### src/rtl/tlb_op_unit.sv
// TLB maintenance op unit: TLBRD/TLBWR/TLBFILL act in the accept cycle, and INVTLB
// walks every entry once. A one-cycle refetch flush follows every TLB modification.
module tlb_op_unit #(
    parameter int TLBNUM    = 16,
    parameter int FILL_MODE = 0
) (
    input  logic                       clk,
    input  logic                       rst,
    input  logic                       in_valid,
    output logic                       in_ready,
    input  logic [2:0]                 op,
    input  logic [4:0]                 inv_op,
    input  logic [9:0]                 inv_asid,
    input  logic [18:0]                inv_vppn,
    input  logic [31:0]                pc,
    input  logic [$clog2(TLBNUM)-1:0]  csr_idx,
    input  logic                       csr_ne,
    input  logic                       csr_estat_tlbr,
    input  logic [87:0]                csr_entry,
    output logic [$clog2(TLBNUM)-1:0]  tlb_ridx,
    input  logic [88:0]                tlb_rentry,
    output logic                       tlb_we,
    output logic [$clog2(TLBNUM)-1:0]  tlb_widx,
    output logic [88:0]                tlb_wentry,
    output logic                       rd_we,
    output logic                       rd_ne,
    output logic [87:0]                rd_entry,
    output logic                       flush,
    output logic [31:0]                flush_target
);
    localparam int IDXW = $clog2(TLBNUM);

    typedef enum logic [1:0] {S_IDLE, S_SWEEP, S_FLUSH} state_t;

    state_t            state, state_nxt;
    logic [IDXW-1:0]   cnt, fill_cnt, fill_idx;
    logic [7:0]        lfsr;
    logic [31:0]       pc_q;
    logic [4:0]        inv_op_q;
    logic [9:0]        inv_asid_q;
    logic [18:0]       inv_vppn_q;
    logic              accept, w_e;

    // Fields of the entry currently presented on the read port
    logic              r_e, r_g;
    logic [18:0]       r_vppn;
    logic [5:0]        r_ps;
    logic [9:0]        r_asid;
    logic              asid_eq, va_eq, inv_match;

    assign r_e    = tlb_rentry[88];
    assign r_vppn = tlb_rentry[87:69];
    assign r_ps   = tlb_rentry[68:63];
    assign r_asid = tlb_rentry[62:53];
    assign r_g    = tlb_rentry[52];

    assign in_ready     = (state == S_IDLE) && !rst;
    assign accept       = in_valid && in_ready;
    assign w_e          = csr_estat_tlbr ? 1'b1 : ~csr_ne;
    assign fill_idx     = (FILL_MODE == 1) ? lfsr[IDXW-1:0] : fill_cnt;
    assign rd_ne        = ~r_e;
    assign rd_entry     = r_e ? tlb_rentry[87:0] : 88'd0;
    assign flush_target = pc_q + 32'h4;

    // 2MB pages only compare the upper ten vppn bits
    assign asid_eq = (r_asid == inv_asid_q);
    assign va_eq   = (r_ps == 6'd21) ? (r_vppn[18:9] == inv_vppn_q[18:9])
                                     : (r_vppn == inv_vppn_q);

    always_comb begin
        inv_match = 1'b0;
        case (inv_op_q)
            5'd0, 5'd1: inv_match = 1'b1;
            5'd2:       inv_match = r_g;
            5'd3:       inv_match = !r_g;
            5'd4:       inv_match = !r_g && asid_eq;
            5'd5:       inv_match = !r_g && asid_eq && va_eq;
            5'd6:       inv_match = (r_g || asid_eq) && va_eq;
            default:    inv_match = 1'b0;
        endcase
    end

    always_comb begin
        state_nxt  = state;
        tlb_ridx   = csr_idx;
        tlb_we     = 1'b0;
        tlb_widx   = csr_idx;
        tlb_wentry = {w_e, csr_entry};
        rd_we      = 1'b0;
        flush      = 1'b0;
        case (state)
            S_IDLE: begin
                if (accept) begin
                    case (op)
                        3'd1: rd_we = 1'b1;
                        3'd2: begin
                            tlb_we    = 1'b1;
                            state_nxt = S_FLUSH;
                        end
                        3'd3: begin
                            tlb_we    = 1'b1;
                            tlb_widx  = fill_idx;
                            state_nxt = S_FLUSH;
                        end
                        3'd4: state_nxt = (inv_op <= 5'd6) ? S_SWEEP : S_FLUSH;
                        default: state_nxt = S_IDLE;
                    endcase
                end
            end
            S_SWEEP: begin
                tlb_ridx   = cnt;
                tlb_widx   = cnt;
                tlb_wentry = {1'b0, tlb_rentry[87:0]};
                tlb_we     = r_e && inv_match;
                if (cnt == IDXW'(TLBNUM - 1))
                    state_nxt = S_FLUSH;
            end
            S_FLUSH: begin
                flush     = 1'b1;
                state_nxt = S_IDLE;
            end
            default: state_nxt = S_IDLE;
        endcase
        // Reset wins in its own cycle so a sweep stops writing immediately
        if (rst) begin
            tlb_we = 1'b0;
            rd_we  = 1'b0;
            flush  = 1'b0;
        end
    end

    always_ff @(posedge clk) begin
        if (rst) begin
            state      <= S_IDLE;
            cnt        <= '0;
            fill_cnt   <= '0;
            lfsr       <= 8'h01;
            pc_q       <= '0;
            inv_op_q   <= '0;
            inv_asid_q <= '0;
            inv_vppn_q <= '0;
        end else begin
            state <= state_nxt;
            cnt   <= (state == S_SWEEP) ? cnt + 1'b1 : '0;
            lfsr  <= {lfsr[6:0], lfsr[7] ^ lfsr[5] ^ lfsr[4] ^ lfsr[3]};
            if (accept && op == 3'd3)
                fill_cnt <= fill_cnt + 1'b1;
            if (accept) begin
                pc_q       <= pc;
                inv_op_q   <= inv_op;
                inv_asid_q <= inv_asid;
                inv_vppn_q <= inv_vppn;
            end
        end
    end
endmodule
### config.mk
export PLATFORM = sky130hd
export DESIGN_NAME = tlb_op_unit
export DESIGN_NICKNAME = d
export VERILOG_FILES = /design/src/rtl/tlb_op_unit.sv
export SDC_FILE = /design/constraint.sdc
export NUM_CORES = 1
export LEC_CHECK = 0
export ABC_AREA = 1
export BUFFER_PORTS_ARGS = -buffer_cell sky130_fd_sc_hd__buf_4
export CAP_MARGIN = 20
export CELL_PAD_IN_SITES_DETAIL_PLACEMENT = 1
export CELL_PAD_IN_SITES_GLOBAL_PLACEMENT = 1
export CORE_AREA = 3 3 185 187
export CTS_BUF_LIST = sky130_fd_sc_hd__clkbuf_4
export DETAILED_ROUTE_END_ITERATION = 6
export DIE_AREA = 0 0 188 190
export PLACE_DENSITY = 0.72
export SETUP_SLACK_MARGIN = 0.1
export SLEW_MARGIN = 10
export SYNTH_ARGS = -nofsm -noshare
export SYNTH_HDL_FRONTEND = slang
export SYNTH_SLANG_ARGS = --single-unit
### constraint.sdc
create_clock -name clk -period 1.9 [get_ports clk]
set_clock_uncertainty 0.1 [all_clocks]
set_input_delay 0.19 -clock clk [delete_from_list [all_inputs] [get_ports clk]]
set_output_delay 0.19 -clock clk [all_outputs]
set_load 0.01 [all_outputs]
==> results.toml, run 1 <==
[outcome]
outcome = "complete, but fails checks"
violations = "setup timing"

[global_routing]
grt_pass1_wl_mm = 64.1
vias_in_the_first_global_route = 10249
antenna_found_initial = 6
gr-usage-all-layers_pct = 23.5
overflow = 0
grt_start_max_net_pins = 89

[clock_tree]
root_buffer = "clkbuf_4"
cts.clk_slew.worst_paths_ns = 0.15
tritoncts_num_sinks = 76
cts_buffers = 9
cts.htree.levels = 3
cts_max_path_buffers = 2
clkLatencyLatePin_ns = 0.45
tritoncts_clock_tree = "built"

[pwr]
post-layout-total-power_uw = 5470
power-per-cell-area_nw_per_um2 = 379
ir_worst_vdd_uv = 249
leakage_power_total_uw = 0.00770

[sta]
finalHoldWorstSlack_ns = 0.0660
period_share_pct = 132
rsz0062_at_grt = "true"
worst_slew_margin_rel_pct = 67.7
setup_viol = 124
timing_worst_slew_pin_value_ns = 0.479
timing.final.crit_period_ns = 2.51
timing.setup.tns_ns = -35.02
setup_ws_ns = -0.606
finalHoldViolCount = 0
fmax_mhz = 399
timing.final.max_slew_violations = 0

[detailed_routing]
drt-pass1-iter-count = 4
dr_total_vias = 9483
route.final.wire_length_mm = 46.3
route.detailed.drc = 0
dr.first_iter.drc_count = 238
drt_antenna_net_count = 0
post_drt_via_cell_ratio = 4.46
wl_per_cell_um = 21.8

[cells_and_area]
post_layout_nonfiller_instances = 2124
layout.cells.most_common_list = "buf_4 (437), nand2_1 (229), inv_1 (167), nand2_4 (114), buf_6 (101)"
finalCoreUtilization_pct = 44.3
final_net_count = 1931
layout-drive-gt1-share_pct = 55.5
post_synthesis_to_final_layout_area_growth_pct = 148
layout.cells.most_common = "buf_4"

[logic_synthesis]
synth.largest_area_cell = "nand2_1"
ys.warnings.count = 0
post_synth.cell_area_avg_um2 = 5.54
synthTopCellsByArea = "nand2_1 (29%), dfxtp_1 (26%), inv_1 (11%)"
synth_top_area_share_pct = 28.6
synth.lib_cells_used.distinct = 37
yosys_register_bits = 76
synth.net_count = 1308
syn-cell-area_um2 = 5820
synth-seq-area-share_pct = 26.1
synthesis.instances = 1050

[worst_setup_path]
cp_slowest_cell = "dfxtp_4"
crit_family = "simple AND/OR/NAND/NOR gates"
worstPathMaxFanout = 4
slowest_delay_ns = 0.40
critical_path.cell_chain = "buf_4 -> nand3_1 -> inv_1 -> nand2_2 -> nor2_4 -> nand2_2 -> nor3_4 -> nand3_1 -> xor2_1 -> buf_4"
worst-endpoint-required_ns = 1.61
worst_path_arrival_ns = 2.22
crit_path_start_kind = "flip-flop"
crit-reg2reg-launch = "state[0]"
ff2ff_setup_slack_ns = 0.09
worstPathBufferInverterCount = 3
worst_setup_path_end_kind = "primary output"
worst_setup_path_startpoint = "pc_q[2]"
worst-setup-path-type = "reg -> out"

[die]
area_of_the_core_um2 = 32600
floorplan.io_pins = 477
die_y_um = 190
row_count = 66
die-area_um2 = 35700
die_w_um = 188
floorplan.initialDensity_pct = 17.8

[run]
drv.max_cap_violation_count = 0

[min_path]
hold_class = "in -> reg"
worst_hold_startpoint = "op[2]"

[placement]
hpwl_mm = 30.4
gp_congestion = 0.853
port_buffers = 476
place_inst = 1955
sequential cells by signal, summed over array words and instances (netlist names):
name        cells
cnt             4
fill_cnt        4
inv_asid_q     10
inv_op_q        5
inv_vppn_q     19
pc_q           32
state           2
cell families (layout without fill, tap and decap cells):
group	Yosys count	count (layout)	share of synthesized area, %
buffers and inverters	231	858	15.1
adder cells (fa/ha/maj)	3	3	0.645
other	0	5	0
AND/OR/NAND/NOR	565	565	40.3
AO/OA/AOI/OAI	138	138	12.3
XOR/XNOR	37	37	5.57
flip-flops	76	76	26.1
layout make-up:
| type | count | area [um^2] |
|---|---|---|
| clock inverter | 5 | 77.6 |
| clock buffer | 10 | 75.1 |
| tap | 442 | 553 |
| fill | 3896 | 18200 |
| timing repair buffer | 664 | 6410 |
| antenna | 5 | 12.5 |
| multi-input combinational | 743 | 5060 |
| timing repair inverter | 1 | 30.0 |
| sequential | 76 | 1540 |
| inverter | 178 | 686 |
worst paths after layout:
path	cells after the start	endpoint
worst max register to register	10	pc_q[31]
worst min register to register	2	inv_asid_q[6]
worst max-delay path	10	flush_target[27]
worst min-delay path	5	state[0]
cell usage after synthesis, drive strengths merged:
library cell / count
ha: 3
nor3: 14
a21oi: 50
xor2: 30
o22ai: 1
dfxtp: 76
or2: 1
nand3: 49
o211ai: 4
xnor2: 7
nand4: 11
a211oi: 1
o2111ai: 1
nor4: 2
nor2: 40
nand2: 446
o21bai: 1
inv: 178
clkbuf: 44
and3: 1
nor3b: 1
o21ai: 79
o311ai: 1
buf: 9
routing by layer:
layer / up-vias / track usage [%] / share of wire, %
met5: - / 0 / 0.028
met4: 2 / 9.64 / 4.0
met3: 67 / 5.60 / 5.8
met2: 358 / 43.3 / 52
met1: 4613 / 26.0 / 38
li1: 4443 / - / -
worst reg2reg max path, cell delays in order, from the launching register on:
cell and delay (ns):
dfxtp_4 0.39, nor2_4 0.12, inv_2 0.06, nor2_4 0.11
nand2_4 0.07, buf_4 0.13, buf_6 0.12, buf_16 0.13
clkbuf_16 0.16, o21ai_0 0.23, a21oi_1 0.08
repair_timing:
item / in CTS / in global routing
hold buffers: 71 / 0
buffers inserted: 30 / 24
gates resized for setup: 482 / 187
hold endpoints to repair: 70 / 0
endpoints found under the setup margin: 127 / 168
gates cloned: 26 / 6
pin swaps: 66 / 39
stage by stage:
step,cell area [um^2],setup WS [ns]
after global placement,10200,-0.0661
after global routing,14400,-0.760
after detailed placement,10200,-0.120
final,14400,-0.606
after CTS,13500,-0.644
after floorplan,5860,0.0460
power breakdown:
part | total (uW) | switching, uW | internal, uW
clock | 1180 | 645 | 537
combinational | 2490 | 1220 | 1270
sequential | 1790 | 93.7 | 1700
Note: power is estimated with default switching activity, not from simulation.
==> run 2, diff against run 1 <==
--- a/config.mk
+++ b/config.mk
@@ -12,10 +12,12 @@
 export CELL_PAD_IN_SITES_GLOBAL_PLACEMENT = 1
 export CORE_AREA = 3 3 185 187
 export CTS_BUF_LIST = sky130_fd_sc_hd__clkbuf_4
+export CTS_CLUSTER_DIAMETER = 50
 export DETAILED_ROUTE_END_ITERATION = 6
 export DIE_AREA = 0 0 188 190
 export PLACE_DENSITY = 0.72
 export SETUP_SLACK_MARGIN = 0.1
+export SKIP_LAST_GASP = 1
 export SLEW_MARGIN = 10
 export SYNTH_ARGS = -nofsm -noshare
 export SYNTH_HDL_FRONTEND = slang
==> run 2 against run 1 <==
The run still ends with setup timing left. Count of clock-buffer cells in the layout did not move. Wire length is 1.1% lower. Sequential share of layout area is 0.14 points higher. Combinational power hardly changed. Via count fell by 0.33%. Critical path type unchanged. Largest cell class unchanged.
==> results.toml, run 2 (same netlist as run 1, synthesis figures left out) <==
[outcome]
outcome = "complete, but fails checks"
violations = "setup timing"

[global_routing]
vias_in_the_first_global_route = 10239
grt_pass1_wl_mm = 63.8
overflow = 0
antenna_found_initial = 6
gr-usage-all-layers_pct = 23.4
grt_start_max_net_pins = 89

[cells_and_area]
layout-drive-gt1-share_pct = 53.9
layout.cells.most_common_list = "buf_4 (442), nand2_1 (253), inv_1 (169), nand2_4 (102), buf_6 (95)"
final.fill_count = 3937
final_net_count = 1929
top_register = "pc_q"
post_synthesis_to_final_layout_area_growth_pct = 145
layout.cells.most_common = "buf_4"
layout_top_registers = "pc_q: 32 flops, inv_vppn_q: 19 flops, inv_asid_q: 10 flops"
finish.instance_area_um2 = 14300
largest_register_ff_count = 32
finalCoreUtilization_pct = 43.7

[clock_tree]
cts.htree.levels = 3
cts.clk_slew.worst_paths_ns = 0.15
cts_max_path_buffers = 2
tritoncts_clock_tree = "built"
clkLatencyLatePin_ns = 0.46
cts_buffers = 9
root_buffer = "clkbuf_4"
tritoncts_num_sinks = 76

[pwr]
ir_worst_vdd_uv = 248
leakage_power_total_uw = 0.00758
power-per-cell-area_nw_per_um2 = 383

[detailed_routing]
drt-pass1-iter-count = 5
route.final.wire_length_mm = 45.8
wl_per_cell_um = 21.6
dr.first_iter.drc_count = 264
post_drt_via_cell_ratio = 4.46
dr_total_vias = 9452
route.detailed.drc = 0
drt_antenna_net_count = 0

[die]
die_w_um = 188
row_count = 66
die-area_um2 = 35700
area_of_the_core_um2 = 32600
floorplan.io_pins = 477
floorplan.initialDensity_pct = 17.8
die_y_um = 190

[sta]
finalHoldViolCount = 0
rsz0062_at_grt = "true"
timing.final.max_slew_violations = 0
setup_viol = 123
fmax_mhz = 399
timing_worst_slew_pin_value_ns = 0.480
worst_slew_margin_rel_pct = 67.6
setup_ws_ns = -0.605
period_share_pct = 132
timing.final.crit_period_ns = 2.50

[placement]
gp_congestion = 0.853
worst_setup_slack_post_dpl_ns = -0.120
hpwl_mm = 30.4
port_buffers = 476
place_area_um2 = 10200

[worst_setup_path]
worstPathBufferInverterCount = 1
worst_setup_path_end_kind = "primary output"
crit_family = "simple AND/OR/NAND/NOR gates"
slowest_delay_ns = 0.40
crit_path_start_kind = "flip-flop"
worst-endpoint-required_ns = 1.61
crit_path_frequent_cell = "nor2_4"
worst-setup-path-type = "reg -> out"
worstPathMaxFanout = 3
critical_path.cell_chain = "ha_4 -> nand2_4 -> nor3_4 -> nand2_4 -> nor2_4 -> nand2_2 -> nor2_4 -> nand3_4 -> nor2_4 -> xor2_2 -> buf_4"
worst_path_arrival_ns = 2.21
cp_slowest_cell = "dfxtp_4"

[run]
drv.max_cap_violation_count = 0

[min_path]
hold_class = "in -> reg"
## run 2: cell types whose count changed in the layout (fill, tap and decap cells not counted), sizes merged
cell / before / now
clkbuf: 15 / 13
diode: 5 / 4
## run 2: cell type report
class	instances	area (um^2)	area share (%)
antenna	4	10.0	0.0702
clock buffer	10	75.1	0.527
clock inverter	5	77.6	0.544
inverter	178	686	4.81
multi-input combinational	743	4940	34.7
sequential	76	1540	10.8
tap	442	553	3.88
timing repair buffer	662	6340	44.5
timing repair inverter	1	30.0	0.211
## run 2: where the power goes
part	leakage, uW	internal, uW	switching (uW)
clock network	0.0000823	537	652
logic	0.00687	1260	1210
registers	0.000630	1700	92.7
total	0.00758	3500	1950
## run 2: final timing paths
kind | startpoint | endpoint | slack (ns) | cells past startpoint
max | pc_q[3] | flush_target[28] | -0.60 | 11
max reg2reg | state[0] | pc_q[25] | 0.01 | 10
min | op[2] | state[0] | 0.07 | 5
min reg2reg | inv_asid_q[4] | inv_asid_q[4] | 0.38 | 2
## run 2: what timing repair did
action,4_1_cts,5_1_grt
endpoints found under the setup margin,127,165
hold buffers,71,0
cloned,26,3
hold endpoints to repair,70,0
gates resized for setup,449,165
buffers inserted,30,31
pin swaps,66,45
## run 2: per-layer routing
| metal | part of all wire, % | vias up | routed length (um) | GRT usage, % |
|---|---|---|---|---|
| li1 | - | 4438 | - | - |
| met1 | 37 | 4567 | 17000 | 25.7 |
| met2 | 53 | 360 | 24300 | 43.5 |
| met3 | 6.0 | 83 | 2750 | 5.55 |
| met4 | 3.7 | 4 | 1710 | 9.24 |
| met5 | 0.052 | - | 24 | 0 |
## run 2: worst reg2reg max path: stages (launching register included)
cell and delay [ns]:
dfxtp_4 0.39, nor2_4 0.12, inv_2 0.06, nor2_4 0.11, nand2_4 0.07, buf_4 0.13, buf_6 0.12, buf_6 0.15
buf_16 0.17, o21ai_0 0.27, a21oi_1 0.09
## run 2: stage by stage
stage | instances | total power [uW] | setup TNS [ns] | hold WS, ns
2_1_floorplan | 1050 | 2490 | 0 | 0.159
3_3_place_gp | 1955 | 3640 | -0.190 | 0.286
3_5_place_dp | 1955 | 3670 | -0.531 | 0.290
4_1_cts | 2097 | 5330 | -33.26 | 0.00887
5_1_grt | 2121 | 5760 | -47.55 | 0.0472
6_report | 2121 | 5450 | -37.02 | 0.0676
